--- config.mk ---
export PLATFORM = sky130hd
export DESIGN_NAME = lcd_ctrl
export DESIGN_NICKNAME = d
export VERILOG_FILES = /design/src/rtl/lcd_pkg.sv /design/src/rtl/lcd_fifo.sv /design/src/rtl/lcd_ctrl.sv
export SDC_FILE = /design/constraint.sdc
export NUM_CORES = 1
export LEC_CHECK = 0
export BUFFER_PORTS_ARGS = -buffer_cell sky130_fd_sc_hd__buf_4
export CAP_MARGIN = 20
export CORE_ASPECT_RATIO = 1.5
export CORE_MARGIN = 2
export CORE_UTILIZATION = 45
export CTS_CLUSTER_DIAMETER = 200
export CTS_CLUSTER_SIZE = 14
export DETAILED_ROUTE_END_ITERATION = 10
export PLACE_DENSITY = 0.71
export SETUP_SLACK_MARGIN = 0.1
export SLEW_MARGIN = 20
export SYNTH_ARGS = -nofsm -noshare
export SYNTH_HDL_FRONTEND = slang
export SYNTH_SLANG_ARGS = --single-unit
--- constraint.sdc ---
create_clock -name clk_i -period 2.25 [get_ports clk_i]
set_clock_uncertainty 0.05 [all_clocks]
set_input_delay 0.45 -clock clk_i [delete_from_list [all_inputs] [get_ports clk_i]]
set_output_delay 0.45 -clock clk_i [all_outputs]
set_load 0.01 [all_outputs]
--- src/rtl/lcd_pkg.sv ---
// lcd_pkg: shared definitions for the HD44780-style LCD write controller.
//   state_t      : controller FSM states
//   *_BIT/DB_LSB : bit positions on the 12-bit LCD pin bus
//   CMD_*        : command codes that need the long execute wait
//   is_long_cmd  : true for clear/home commands (RS=0, DB in 0x01..0x03)
package lcd_pkg;

  typedef enum logic [2:0] {
    ST_IDLE,
    ST_SETUP,
    ST_PULSE,
    ST_HOLD,
    ST_EXEC
  } state_t;

  localparam int DB_LSB = 0;
  localparam int RS_BIT = 8;
  localparam int RW_BIT = 9;
  localparam int EN_BIT = 10;
  localparam int ON_BIT = 11;

  localparam logic [7:0] CMD_CLEAR    = 8'h01;
  localparam logic [7:0] CMD_HOME     = 8'h02;
  localparam logic [7:0] CMD_HOME_ALT = 8'h03;

  function automatic logic is_long_cmd(input logic rs, input logic [7:0] db);
    return !rs && (db == CMD_CLEAR || db == CMD_HOME || db == CMD_HOME_ALT);
  endfunction

endpackage

--- src/rtl/lcd_fifo.sv ---
// lcd_fifo: small synchronous FIFO holding queued LCD transfers {rs, data}.
//   clk_i, rst_ni : clock, async active-low reset (empties the FIFO)
//   push, wdata   : enqueue request and entry; ignored while full
//   pop, rdata    : dequeue request; rdata shows the head entry
//   empty, full   : derived from the registered occupancy count
module lcd_fifo #(
  parameter int DEPTH = 4,
  parameter int WIDTH = 9
) (
  input  logic             clk_i,
  input  logic             rst_ni,
  input  logic             push,
  input  logic [WIDTH-1:0] wdata,
  input  logic             pop,
  output logic [WIDTH-1:0] rdata,
  output logic             empty,
  output logic             full
);

  localparam int AW = (DEPTH > 1) ? $clog2(DEPTH) : 1;

  logic [WIDTH-1:0] mem [DEPTH];
  logic [AW-1:0]    wr_ptr;
  logic [AW-1:0]    rd_ptr;
  logic [AW:0]      count;
  logic             do_push;
  logic             do_pop;

  assign empty   = (count == '0);
  assign full    = (count == (AW+1)'(DEPTH));
  // A push while full is dropped even if a pop frees a slot in the same cycle.
  assign do_push = push && !full;
  assign do_pop  = pop && !empty;
  assign rdata   = mem[rd_ptr];

  always_ff @(posedge clk_i) begin
    if (do_push) mem[wr_ptr] <= wdata;
  end

  // DEPTH is a power of two, so pointers wrap by natural overflow.
  always_ff @(posedge clk_i or negedge rst_ni) begin
    if (!rst_ni) begin
      wr_ptr <= '0;
      rd_ptr <= '0;
      count  <= '0;
    end else begin
      if (do_push) wr_ptr <= wr_ptr + 1'b1;
      if (do_pop)  rd_ptr <= rd_ptr + 1'b1;
      case ({do_push, do_pop})
        2'b10:   count <= count + 1'b1;
        2'b01:   count <= count - 1'b1;
        default: count <= count;
      endcase
    end
  end

endmodule

--- src/rtl/lcd_ctrl.sv ---
// lcd_ctrl: queued write-only controller for a parallel character LCD.
//   clk_i, rst_ni : system clock, async active-low reset
//   wr_en_i       : one-cycle request to enqueue a transfer
//   wr_rs_i       : 0 = command, 1 = data
//   wr_data_i     : byte to transfer
//   lcd_on_i      : display power/backlight level, registered to pin 11
//   o_io_lcd      : [7:0] DB, [8] RS, [9] RW (0), [10] EN, [11] ON
//   busy_o        : FIFO non-empty or transfer in progress
//   full_o        : FIFO full
//   ovf_o         : sticky, a write was dropped while full
//
// state | meaning
// IDLE  | waiting; pops head and latches RS/DB when the FIFO has data
// SETUP | RS/DB settling before EN rises, EN=0
// PULSE | EN=1
// HOLD  | RS/DB held after EN falls, EN=0
// EXEC  | waiting for the LCD to execute (long for clear/home)
module lcd_ctrl
  import lcd_pkg::*;
#(
  parameter int T_SETUP = 2,
  parameter int T_EN    = 12,
  parameter int T_HOLD  = 2,
  parameter int T_EXEC  = 2000,
  parameter int T_CLR   = 82000,
  parameter int DEPTH   = 4
) (
  input  logic        clk_i,
  input  logic        rst_ni,
  input  logic        wr_en_i,
  input  logic        wr_rs_i,
  input  logic [7:0]  wr_data_i,
  input  logic        lcd_on_i,
  output logic [11:0] o_io_lcd,
  output logic        busy_o,
  output logic        full_o,
  output logic        ovf_o
);

  localparam int CW = $clog2(T_CLR + 1);

  state_t        state;
  logic [CW-1:0] cnt;
  logic [7:0]    db;
  logic          rs;
  logic          en;
  logic          on;
  logic          ovf;
  logic [8:0]    head;
  logic          fifo_empty;
  logic          fifo_full;
  logic          pop;
  logic          last_cycle;

  assign pop        = (state == ST_IDLE) && !fifo_empty;
  assign last_cycle = (cnt == CW'(1));

  lcd_fifo #(
    .DEPTH (DEPTH),
    .WIDTH (9)
  ) u_fifo (
    .clk_i  (clk_i),
    .rst_ni (rst_ni),
    .push   (wr_en_i),
    .wdata  ({wr_rs_i, wr_data_i}),
    .pop    (pop),
    .rdata  (head),
    .empty  (fifo_empty),
    .full   (fifo_full)
  );

  always_ff @(posedge clk_i or negedge rst_ni) begin
    if (!rst_ni) begin
      state <= ST_IDLE;
      cnt   <= '0;
      db    <= '0;
      rs    <= 1'b0;
      en    <= 1'b0;
      on    <= 1'b0;
      ovf   <= 1'b0;
    end else begin
      on <= lcd_on_i;
      if (wr_en_i && fifo_full) ovf <= 1'b1;
      case (state)
        ST_IDLE: begin
          if (!fifo_empty) begin
            rs    <= head[8];
            db    <= head[7:0];
            cnt   <= CW'(T_SETUP);
            state <= ST_SETUP;
          end
        end
        ST_SETUP: begin
          if (last_cycle) begin
            cnt   <= CW'(T_EN);
            en    <= 1'b1;
            state <= ST_PULSE;
          end else begin
            cnt <= cnt - 1'b1;
          end
        end
        ST_PULSE: begin
          if (last_cycle) begin
            cnt   <= CW'(T_HOLD);
            en    <= 1'b0;
            state <= ST_HOLD;
          end else begin
            cnt <= cnt - 1'b1;
          end
        end
        ST_HOLD: begin
          if (last_cycle) begin
            cnt   <= is_long_cmd(rs, db) ? CW'(T_CLR) : CW'(T_EXEC);
            state <= ST_EXEC;
          end else begin
            cnt <= cnt - 1'b1;
          end
        end
        ST_EXEC: begin
          if (last_cycle) begin
            cnt   <= '0;
            state <= ST_IDLE;
          end else begin
            cnt <= cnt - 1'b1;
          end
        end
        default: begin
          cnt   <= '0;
          en    <= 1'b0;
          state <= ST_IDLE;
        end
      endcase
    end
  end

  always_comb begin
    o_io_lcd                 = '0;
    o_io_lcd[DB_LSB +: 8]    = db;
    o_io_lcd[RS_BIT]         = rs;
    o_io_lcd[RW_BIT]         = 1'b0;
    o_io_lcd[EN_BIT]         = en;
    o_io_lcd[ON_BIT]         = on;
  end

  assign busy_o = !fifo_empty || (state != ST_IDLE);
  assign full_o = fifo_full;
  assign ovf_o  = ovf;

endmodule
==> results by group <==
Run status
  – Status: completed

Placement
  – Pre-CTS setup slack: around 160 ps
  – Detailed Place HPWL: between 4000 and 5000 um
  – Port Buffers: 26
  – Placed instance area: 3890 um^2
  – Gpl congestion: 0.875

Timing
  – Setup TNS: 0 ps
  – Slew HR: 66.0%
  – Crit share post-route: 91.4%
  – Tmin final: just over 2000 ps
  – PnR worst setup slack: 193 ps
  – Pins Over Slew Limit: 0
  – Final Hold Fails: 0
  – RSZ-0062 raised after global routing: no
  – Least-Margin Pin Slew: just over 500 ps
  – Final setup violation count: 0
  – Max Clock Freq: slightly below 500 MHz

Synth
  – Yosys reg bits: 75
  – Fraction of registers with async set/reset: a little over half
  – Number of flops mapped to enable cells by yosys: 36
  – Yosys Warn Count: 0
  – Post-synthesis sequential area ratio: ~58%
  – Syn Inst Count: about 280
  – Post-synthesis average cell area: about 13 um^2
  – Syn Nets: between 300 and 400
  – Synth Flop Type: dfrtp_1
  – Post-Syn Area: 3540 um^2
  – Number of library cell types mapped by synthesis: slightly above 60

Floorplan
  – Full die area: ~8600 um^2
  – Core area: roughly 7600 um^2
  – Die height: around 110 um
  – Num ports: 28
  – Initial Util: a little under half
  – Num rows: 39
  – Die W: approximately 76 um

GRT
  – Vias in the first global route: ~2,400
  – Antenna violations before repair: 0
  – Total gr overflow: 0
  – Tot GR Track Use: approximately 18%
  – First-pass GRT wire length: 11,600 um
  – Largest net degree at the start of global routing: 40

Detailed routing
  – Detailed-route DRC error count: 0
  – Routed len/inst: around 16 um
  – DR iter-0 viols: around 180
  – Vias post-DR: 2,363
  – First-pass DRT Iterations: 4
  – WL final: ~7000 um
  – Vias/cell: between 5 and 6
  – Final ANT Viol Nets: 0

Worst setup path
  – R2R Path Start: cnt[1]
  – Critical Path Source Type: flop
  – Crit end category: flop
  – Worst EP arrival: between 2000 and 2500 ps
  – Critical path required time: around 2400 ps
  – Critical path type: reg2reg
  – Crit. Startpoint: cnt[1]
  – Max FO, Critical Path: 5

Final layout
  – Layout cells sized above 1: between 20% and 30%
  – Most common cell after layout, fill and taps aside: buf_4
  – NumNets Final: 340
  – Diode count: 0
  – Design area: about 4200 um^2
  – Seq. cell area: ~2100 um^2
  – Area grow syn2layout: 19.4%
  – # fillers: 654
  – Multi-input logic area: 1390 um^2
  – Most frequent cells in the layout: 42 x buf_4, 39 x dfrtp_1, 36 x edfxtp_1, 21 x nand2_1, 20 x nor2_1

Pwr
  – Leakage: 1.68 nW
  – Power per Cell Area: between 1000 and 1500 nW/um^2
  – Peak VDD IR: approximately 0.74 mV

CTS
  – Clock-pin slew on the worst setup and hold paths: around 60 ps
  – Clk buf depth: 2
  – Clk Tree Root Cell: clkbuf_16
  – CTS buffer count: 9
  – Worst skew pair latency: between 300 and 400 ps
  – Clock Sinks: between 70 and 80
  – H-Tree Depth: 3
  – CTS tree: done

Worst hold path
  – Class of the worst hold path: in2async

Flow run
  – Max Cap Viol: 0
==> through the flow <==
| step | utilization (%) | total power [mW] | cells | hold slack, ps |
|---|---|---|---|---|
| 6_report | 55.5 | 5.35 | 426 | 22.6 |
| 5_1_grt | 55.5 | 5.69 | 426 | 77.8 |
| 4_1_cts | 54.8 | 5.34 | 423 | 54.8 |
| 3_5_place_dp | 51.1 | 3.94 | 407 | 400 |
| 3_3_place_gp | 51.1 | 3.88 | 407 | 391 |
| 2_1_floorplan | - | 3.38 | 281 | 104 |
==> logic make-up after synthesis <==
| group | synth area share, % |
|---|---|
| multiplexers | 8.87 |
| flip-flops | 58.1 |
| adder cells (fa/ha/maj) | 3.04 |
| XOR/XNOR | 3.22 |
| other | 0.106 |
| AND/OR/NAND/NOR | 13.5 |
| AO/OA/AOI/OAI | 9.68 |
| buffers and inverters | 3.53 |
==> report_power, final <==
| part | leakage [nW] | switching (mW) | internal [mW] | total (mW) |
|---|---|---|---|---|
| Sequential | 0.805 | 0.387 | 1.89 | 2.28 |
| Clock | 0.131 | 0.595 | 0.763 | 1.36 |
| Combinational | 0.748 | 0.860 | 0.852 | 1.71 |
==> cells in the mapped netlist, drive strengths merged, types with 2 or more instances <==
master	instances	share of area, %
dfrtp	39	28
edfxtp	36	31
nand2	22	2.4
nor2	22	2.6
o21ai	15	2.1
inv	13	1.4
buf	9	1.5
mux2	9	2.9
mux4	9	5.7
xnor2	9	2.2
nand3	8	1.1
nor3	8	1.6
a21oi	7	0.99
ha	7	2.5
clkbuf	6	0.64
and2	5	0.88
nor2b	4	0.71
nor4	4	0.71
xor2	4	0.99
and3	3	0.53
nand4	3	0.95
o211ai	3	0.92
o311ai	3	0.74
o31ai	3	0.64
a211oi	2	0.57
a21o	2	0.42
o21a	2	0.42
o41ai	2	0.49
or2	2	0.35
or4	2	0.53
==> sequential cells by signal, indices dropped and copies added (netlist names) <==
name / cells
u_fifo.wr_ptr: 2
db: 8
ovf_o: 1
state: 3
u_fifo.count: 3
u_fifo.mem: 36
en: 1
on: 1
u_fifo.rd_ptr: 2
rs: 1
cnt: 17
==> area by class of cell <==
type                    instances  area share [%]
flip-flops and latches         75            48.7
multi-input cells             178            33.0
repair buffers                 42            7.46
clock buffers                   9            5.33
well taps                     102            3.02
clock inverters                 7            1.42
inverters                      13            1.15
==> critical path, stage by stage (launching register included) <==
cell and delay, ps:
dfrtp_1 430, inv_2 90, ha_1 140, nor2b_2 170, nand4_4 170, or2_4 290
and3_1 150, a221o_1 260, a31o_1 190
==> routing by layer <==
metal | part of all wire (%) | vias to the layer above | GRT usage, %
met5 | 0 | - | 0
met4 | 2.7 | 0 | 8.36
met3 | 3.5 | 19 | 4.02
met2 | 55 | 60 | 32.1
met1 | 39 | 1179 | 19.6
li1 | - | 1105 | -
==> path summary, 6_finish.rpt <==
kind	endpoint	slack [ps]	cells after the start
setup / recovery	cnt[3]	190	8
hold / removal	en	20	1
setup reg to reg	cnt[3]	190	8
hold reg to reg	ovf_o	410	1
max in group asynchronous	state[1]	1760	1
min in group clk_i	on	170	1
==> what timing repair did <==
action / in CTS / in global routing
setup buffers: 0 / 3
setup endpoints to repair: 0 / 13
gates resized for setup: 0 / 10
hold buffers: 0 / 0
Power figures use the tool's default switching activity.
